`src/rtl/mips_seq_ctrl.sv`:
```
// rtl/mips_seq_ctrl.sv - multi-cycle FETCH/DECODE/EXEC/MEM/WB sequencer for the 8-bit-opcode core
// Owns pc, sp and ir; every output is decoded from registered state only.
module mips_seq_ctrl #(
   parameter int AW    = 5,
   parameter int DEPTH = 32
) (
   input  logic                       clk,
   input  logic                       rst_n,
   input  logic                       run,
   output logic                       imem_req,
   output logic [AW-1:0]              imem_addr,
   input  logic                       imem_ack,
   input  logic [31:0]                imem_rdata,
   output logic                       dmem_req,
   output logic                       dmem_we,
   output logic [AW-1:0]              dmem_addr,
   input  logic                       dmem_ack,
   input  logic                       src_zero,
   output logic [31:0]                ir,
   output logic [1:0]                 alu_op,
   output logic                       rf_we,
   output logic [7:0]                 rf_waddr,
   output logic [1:0]                 rf_wsel,
   output logic                       stk_push,
   output logic                       stk_pop,
   output logic [$clog2(DEPTH):0]     sp,
   output logic [AW-1:0]              pc,
   output logic                       halt,
   output logic                       illegal,
   output logic                       stk_err
);
   localparam int SPW = $clog2(DEPTH) + 1;
   localparam logic [SPW-1:0] SP_FULL = SPW'(DEPTH);

   localparam logic [7:0] OP_NOOP = 8'h00, OP_LOAD = 8'h01, OP_LDNM = 8'h02, OP_STR  = 8'h03,
                          OP_ADD  = 8'h04, OP_SUB  = 8'h05, OP_XOR  = 8'h06, OP_AND  = 8'h07,
                          OP_JMP  = 8'h08, OP_JMP0 = 8'h09, OP_PUSH = 8'h0A, OP_POP  = 8'h0B;

   typedef enum logic [2:0] {S_IDLE, S_FETCH, S_DECODE, S_EXEC, S_MEM, S_WB, S_HALT} state_t;

   state_t         state_q, state_d;
   logic [AW-1:0]  pc_q, pc_d;
   logic [SPW-1:0] sp_q, sp_d;
   logic [31:0]    ir_q, ir_d;
   logic           illegal_q, illegal_d;
   logic           stk_err_q, stk_err_d;

   logic [7:0] opc, dest, src2;
   logic       is_alu;
   state_t     bnd;

   assign opc    = ir_q[31:24];
   assign dest   = ir_q[23:16];
   assign src2   = ir_q[7:0];
   assign is_alu = (opc >= OP_ADD) && (opc <= OP_AND);
   assign bnd    = run ? S_FETCH : S_IDLE;

   always_ff @(posedge clk or negedge rst_n) begin
      if (!rst_n) begin
         state_q   <= S_IDLE;
         pc_q      <= '0;
         sp_q      <= '0;
         ir_q      <= '0;
         illegal_q <= 1'b0;
         stk_err_q <= 1'b0;
      end else begin
         state_q   <= state_d;
         pc_q      <= pc_d;
         sp_q      <= sp_d;
         ir_q      <= ir_d;
         illegal_q <= illegal_d;
         stk_err_q <= stk_err_d;
      end
   end

   always_comb begin
      state_d   = state_q;
      pc_d      = pc_q;
      sp_d      = sp_q;
      ir_d      = ir_q;
      illegal_d = illegal_q;
      stk_err_d = stk_err_q;
      case (state_q)
         S_IDLE:  if (run) state_d = S_FETCH;
         S_FETCH: begin
            if (imem_ack) begin
               ir_d    = imem_rdata;
               pc_d    = pc_q + AW'(1);
               state_d = S_DECODE;
            end
         end
         S_DECODE: begin
            case (opc)
               OP_NOOP: state_d = bnd;
               OP_JMP: begin
                  pc_d    = dest[AW-1:0];
                  state_d = bnd;
               end
               OP_JMP0: begin
                  // Branch is taken when the tested register is nonzero
                  if (!src_zero) pc_d = dest[AW-1:0];
                  state_d = bnd;
               end
               OP_ADD, OP_SUB, OP_XOR, OP_AND, OP_PUSH, OP_POP: state_d = S_EXEC;
               OP_LOAD, OP_STR: state_d = S_MEM;
               OP_LDNM: state_d = S_WB;
               default: begin
                  illegal_d = 1'b1;
                  state_d   = S_HALT;
               end
            endcase
         end
         S_EXEC: begin
            if (opc == OP_PUSH) begin
               if (sp_q == SP_FULL) begin
                  stk_err_d = 1'b1;
                  state_d   = S_HALT;
               end else begin
                  sp_d    = sp_q + SPW'(1);
                  state_d = bnd;
               end
            end else if (opc == OP_POP) begin
               if (sp_q == '0) begin
                  stk_err_d = 1'b1;
                  state_d   = S_HALT;
               end else begin
                  sp_d    = sp_q - SPW'(1);
                  state_d = S_WB;
               end
            end else begin
               state_d = S_WB;
            end
         end
         S_MEM:   if (dmem_ack) state_d = (opc == OP_STR) ? bnd : S_WB;
         S_WB:    state_d = bnd;
         S_HALT:  state_d = S_HALT;
         default: state_d = S_IDLE;
      endcase
   end

   always_comb begin
      imem_req  = (state_q == S_FETCH);
      imem_addr = pc_q;
      dmem_req  = (state_q == S_MEM);
      dmem_we   = (state_q == S_MEM) && (opc == OP_STR);
      dmem_addr = (opc == OP_STR) ? dest[AW-1:0] : src2[AW-1:0];
      alu_op    = is_alu ? opc[1:0] : 2'd0;
      rf_we     = (state_q == S_WB);
      rf_waddr  = dest;
      case (opc)
         OP_LOAD: rf_wsel = 2'd1;
         OP_LDNM: rf_wsel = 2'd2;
         OP_POP:  rf_wsel = 2'd3;
         default: rf_wsel = 2'd0;
      endcase
      // Overflow/underflow cycles suppress the strobe; the error is flagged instead
      stk_push  = (state_q == S_EXEC) && (opc == OP_PUSH) && (sp_q != SP_FULL);
      stk_pop   = (state_q == S_EXEC) && (opc == OP_POP) && (sp_q != '0);
      halt      = (state_q == S_HALT);
   end

   assign ir      = ir_q;
   assign sp      = sp_q;
   assign pc      = pc_q;
   assign illegal = illegal_q;
   assign stk_err = stk_err_q;
endmodule
```
`config.mk`:
```
export PLATFORM = sky130hd
export DESIGN_NAME = mips_seq_ctrl
export DESIGN_NICKNAME = d
export VERILOG_FILES = /design/src/rtl/mips_seq_ctrl.sv
export SDC_FILE = /design/constraint.sdc
export NUM_CORES = 1
export LEC_CHECK = 0
export ABC_AREA = 1
export BUFFER_PORTS_ARGS = -buffer_cell sky130_fd_sc_hd__buf_2
export CAP_MARGIN = 0
export CORE_MARGIN = 2
export CORE_UTILIZATION = 49
export DETAILED_ROUTE_END_ITERATION = 12
export HOLD_SLACK_MARGIN = 0.03
export PLACE_DENSITY = 0.89
export SLEW_MARGIN = 10
export SYNTH_ARGS = -nofsm -noshare
export SYNTH_HDL_FRONTEND = slang
export SYNTH_SLANG_ARGS = --single-unit
```
`constraint.sdc`:
```
create_clock -name clk -period 2.5 [get_ports clk]
set_input_delay 0.5 -clock clk [delete_from_list [all_inputs] [get_ports clk]]
set_output_delay 0.5 -clock clk [all_outputs]
set_load 0.01 [all_outputs]
```
; ---- Word-level counts from Yosys, hierarchy flattened
; Index checks and enable logic that the tools add are counted.
; W data, S select, Z words.
[word_totals]
reg_bits = 48
in_bits = 38
out_inout_bits = 74
elab_cells = 88
[classes]
addsub = 3
magnitude_cmp = 2
n_eq_ne = 27
n_mux = 26
bitwise_logic = 1
n_reduce_logical = 23
[op_table]
columns = operator, count
row1 = $eq A8 B3 Y1 const B, 4
row2 = $eq A8 B4 Y1 const B, 4
row3 = $mux W6, 4
row4 = $mux W3, 7
row5 = $pmux W3 S7, 1
row6 = $pmux W5 S2, 2
row7 = $eq A8 B2 Y1 const B, 2
row8 = $mux W5, 3
row9 = $pmux W3 S4, 1
row10 = $reduce_and A4 Y1, 3
row11 = $reduce_or A12 Y1, 1
row12 = $eq A3 B3 Y1 const B, 3
row13 = $eq A8 B1 Y1 const B, 1
row14 = $ge A8 B3 Y1 const B, 1
row15 = $le A8 B3 Y1 const B, 1
row16 = $logic_not A8 Y1, 1
row17 = $add A6 B1 Y6 const B, 1
row18 = $eq A3 B2 Y1 const B, 2
row19 = $eq A6 B6 Y1 const B, 1
row20 = $logic_and A1 B1 Y1, 6
row21 = $logic_not A6 Y1, 1
row22 = $ne A2 B1 Y1 const B, 3
row23 = $ne A2 B2 Y1 const B, 3
row24 = $ne A6 B6 Y1 const B, 1
row25 = other kinds (17), 25

; ---- Logic depth before layout (Yosys ltp)
[logic_depth]
word_depth = 5
depth_mapped = 13
depth_no_buf = 13

; ---- Worst setup path after synthesis
; OpenSTA, ideal clock, no wires.
[synth_path]
kind = reg-to-reg
start = register ir_q[28], in the netlist ir[28]
end = register sp_q[5], in the netlist sp[5]
setup_time_ps = 121
t_arrival_ps = 1993
t_required_ps = 2379
path_slack_ps = 385
path_stages_with_launch = 13
n_path_buf = 0
period_less_slack_ps = 2115
path_cell_list = dfrtp_1 nor2_2 nand2_4 nor2_8 inv_2 ha_1 inv_1 nor4_1 nor2_1 nand2_1 nand2_1 nand2_1 o21ai_1
[synth_between]
elab_chain_len = 3
word_cells_on_any_way = 7
classes_between = eq/ne (4) / mux (1) / reduce/logical (2)
[synth_rtl]
columns = item, line_no
row1 = from (decl), 44  ; logic [31:0] ir_q, ir_d;
row2 = from (signal assigned), 70  ; ir_q <= ir_d;
row3 = "$eq A8 B4 Y1, on equally long branches", "114, 122"
row4 = $ne A2 B2 Y1 (no line) or $reduce_bool A2 Y1 (tied branches), -
row5 = $reduce_and A4 Y1 (no line), -
row6 = to (signal assigned), 69  ; sp_q <= sp_d;
row7 = to (decl), 43  ; logic [SPW-1:0] sp_q, sp_d;
; Parallel ways exist; a longest one is shown, timed or not.
; A chain may end at the register's enable or synchronous reset.

; ---- Final worst setup path
[layout_path]
start = register ir_q[28], in the netlist ir[28]
end = output dmem_we
[layout_between]
elab_chain_len = 2
[layout_rtl]
columns = item, line_no
row1 = $eq A8 B2 Y1, 145  ; dmem_we = (state_q == S_MEM) && (opc == OP_STR);
row2 = $logic_and A1 B1 Y1, 145
row3 = to (decl), 15  ; output logic dmem_we,
; Every way passes these cells.

==> summary.md <==
* finished, final reports clean — outcome
* 1 — number of buffer and inverter stages on the critical path
* 9 — critical path fanouts, max
* 0 — Post-CTS Hold Fix Bufs
* done — clock tree from TritonCTS
* nor2_4 > nand2_4 > nor3_1 > nand3_1 > nor2_1 > buf_2 — crit-path cells
* 0 — number of antenna violations at the first check in global routing
* simple AND/OR/NAND/NOR gates — Top Family by Delay on Critical Path
* 0.5489 mV — worst vdd ir
* 551.2 ps — worst slew pin tran
* 26 — pin count of the biggest net entering global routing
* 481 — placed cells
* 0.2336 — Post-Synth Simple-Gate Area
* 0 — Post-synth EDFFs
* 2000 ps — worst path required time
* 0 — Inserted Diodes
* 250 ps — setup slack on the worst flop-to-flop path
* 313 — number of standard cells after synthesis
* 8.814 µm² — mean area per synthesized cell
* register — Critical Path Source Type
* 0 ps — setup TNS after final layout
* 5 — cts bufs inserted
* output port — endpoint class of the critical path
* 0.4354 — share of the yosys chip area belonging to registers
* 148 — Iter 0 DRT Violations
* 0 — antenna violation net count after detailed routing
* 0 — Hold Fails Final Rpt
* 0.09796 — mux contribution to synthesized area
* 0.02540 — XOR/XNOR share of the synthesized area
* 0.6326 — Slew Limit Headroom
* reg2out — classification of the worst setup path
* 1.839 nW — Leakage Power
* 3.089 ps — final worst clock skew
* 6.480 mm — final WL
* 0.02993 — Synth Area in Adders
* 90 ps — CTS clock-pin slew for the worst setup and hold paths
* 6247 µm² — area enclosed by the die boundary
* 429.3 MHz — Highest Clock Rate
* 13.25 µm — Avg WL per Cell
* 0 — synth warn
* sky130_fd_sc_hd__clkbuf_8 — cell chosen for the clock root
* 0.5041 — initial core utilization
* 1202 µm² — storage element area
* 489 — Fill cells
* 5473 µm² — total core area
* 2482 — Via Count
* 2 — H-tree depth reported by CTS
* 489 — final cell count without fillers
* simple AND/OR/NAND/NOR gates — main combinational cell family by area after synthesis
* 111 — IO buf count
* 23.45% — area grow syn2layout
* 0 — final-report max-slew violation count
* 79.04 µm — chip width
* in2async — path type of the worst min-delay path
* 5.059 mm — final HPWL from detailed placement
* 357 — Post-Syn Nets
* 0 — DR DRC count
* 5.076 — via count normalized by instance count
* no — unrepaired setup endpoints after global routing
* 79.04 µm — Die Height
* 48 — number of storage elements in the synthesis netlist
* 0 — remaining global-route overflow
* 1318 µm² — multi-input combinational cell area
* 48 — clock tree sinks
* 300 ps — Clk Latency, worst-skew pair
* 4 — first-pass iteration count of the detailed router
* 2383 — via count of the first global-routing pass
* 0 — max-cap violations
* 0.2152 — All-Layer GR Usage
* 2 — number of buffers between clock root and the deepest sink
* 38 — number of different library cells in the post-synthesis netlist
* 1830 ps — critical path arrival
* 0.9176 — routability congestion estimate from global placement
* 1.000 — share of flip-flops with an asynchronous set or reset after synthesis
* 2329 ps — minimum clock period
* 460 — nets@finish
* 112 — Boundary Pins
* 0.08390 — fraction of the mapped netlist area in compound gates
* 10.73 mm — wire length of the first global-routing pass
* 1111 nW/µm² — ratio of total power to cell area
* 0.4125 — fraction of layout cells with a size suffix above 1
* 430 ps — Slowest Stage Delay on Critical Path
* sky130_fd_sc_hd__dfrtp_1 — cell at the slowest stage of the critical path
* 0.9317 — share of the cycle needed by the critical path after routing
* 2759 µm² — cell area after technology mapping
* sky130_fd_sc_hd__dfrtp_1 — Primary FF master, synth
* 0 — final setup violation count
* 27 — Std-Cell Rows
-- cell usage in the layout, fill, tap and decap left out, drive strengths merged, types with 5 or more instances in the layout --
master  synthesis  final
a21oi          16     16
buf            19    115
clkbuf          0      7
dfrtp          48     48
ha              5      5
inv            31     31
mux2           24     24
nand2          57     57
nand3          15     15
nand4           6      6
nor2           45     45
nor3            8      8
o21ai          17     17
xor2            6      6
-- where the power goes --
group	switching [W]	internal, W
Combinational	0.00108	0.000829
Sequential	0.000307	0.00111
Clock	0.000260	0.000200
Total	0.00165	0.00214
-- worst paths after layout --
path                                from         end  cells after the start
worst max register to register    ir[25]       sp[5]                     13
worst min-delay path               rst_n      ir[21]                      1
min in group clk                dmem_ack  state_q[2]                      2
worst min register to register   illegal     illegal                      2
worst max-delay path              ir[28]     dmem_we                      6
max in group asynchronous          rst_n      ir[17]                      2
-- kinds of logic after synthesis --
group	Yosys count
flip-flops	48
multiplexers	24
XOR/XNOR	8
AND/OR/NAND/NOR	135
buffers and inverters	52
adder cells (fa/ha/maj)	6
AO/OA/AOI/OAI	40
-- stage by stage --
stage	total power [W]	setup slack [ps]	cell area [µm²]	hold WS [ps]	util
floorplan	0.002733	385.1	2759	204.4	-
global placement	0.003236	321.4	3301	444.4	0.6031
detailed placement	0.003320	220.8	3301	454.1	0.6031
CTS	0.003787	49.22	3386	189.4	0.6187
global route	0.004100	38.70	3406	219.9	0.6223
finish	0.003784	170.8	3406	178.9	0.6223
-- metal layers --
layer / share of wire / global-route usage
met1: 0.41 / 0.2813
met2: 0.49 / 0.3568
met3: 0.082 / 0.04773
met4: 0.014 / 0.06897
met5: 0 / 0
-- sequential cells by signal, summed over array words and instances (netlist names) --
name and cells:
ir 32, sp 6, imem_addr 5, state_q 3, illegal 1, stk_err 1
-- final cells by class --
class / count / area share
timing repair buffer: 115 / 0.1719
tap: 72 / 0.02645
inverter: 33 / 0.03674
sequential: 48 / 0.3530
clock buffer: 7 / 0.02241
clock inverter: 1 / 0.002572
multi-input combinational: 213 / 0.3868
-- Yosys cell counts, types with 2 or more instances --
library cell / instances / area share
sky130_fd_sc_hd__buf_2: 5 / 0.0091
sky130_fd_sc_hd__o22ai_1: 2 / 0.0045
sky130_fd_sc_hd__ha_1: 5 / 0.023
sky130_fd_sc_hd__nand2_4: 3 / 0.012
sky130_fd_sc_hd__dfrtp_1: 48 / 0.44
sky130_fd_sc_hd__buf_4: 13 / 0.035
sky130_fd_sc_hd__nor4_1: 2 / 0.0045
sky130_fd_sc_hd__nor3_1: 7 / 0.013
sky130_fd_sc_hd__inv_1: 27 / 0.037
sky130_fd_sc_hd__nand2_1: 50 / 0.068
sky130_fd_sc_hd__nand3_1: 13 / 0.024
sky130_fd_sc_hd__nor2_2: 2 / 0.0045
sky130_fd_sc_hd__nor2_1: 40 / 0.054
sky130_fd_sc_hd__nand4_1: 6 / 0.014
sky130_fd_sc_hd__o21ai_0: 10 / 0.018
sky130_fd_sc_hd__inv_2: 4 / 0.0054
sky130_fd_sc_hd__mux2_2: 24 / 0.098
sky130_fd_sc_hd__a31oi_1: 2 / 0.0045
sky130_fd_sc_hd__nand2_2: 4 / 0.0091
sky130_fd_sc_hd__nand3_2: 2 / 0.0073
sky130_fd_sc_hd__o21ai_1: 5 / 0.0091
sky130_fd_sc_hd__xnor2_1: 2 / 0.0064
sky130_fd_sc_hd__a21oi_1: 15 / 0.027
sky130_fd_sc_hd__xor2_1: 6 / 0.019
sky130_fd_sc_hd__o21ai_2: 2 / 0.0064
sky130_fd_sc_hd__nor2_4: 2 / 0.0082
-- timing repair --
action / 4_1_cts / 5_1_grt
setup buffers: 0 / 0
setup endpoints to repair: 0 / 7
resized for setup: 0 / 5
No activity file was read; power rests on OpenSTA's default activity.
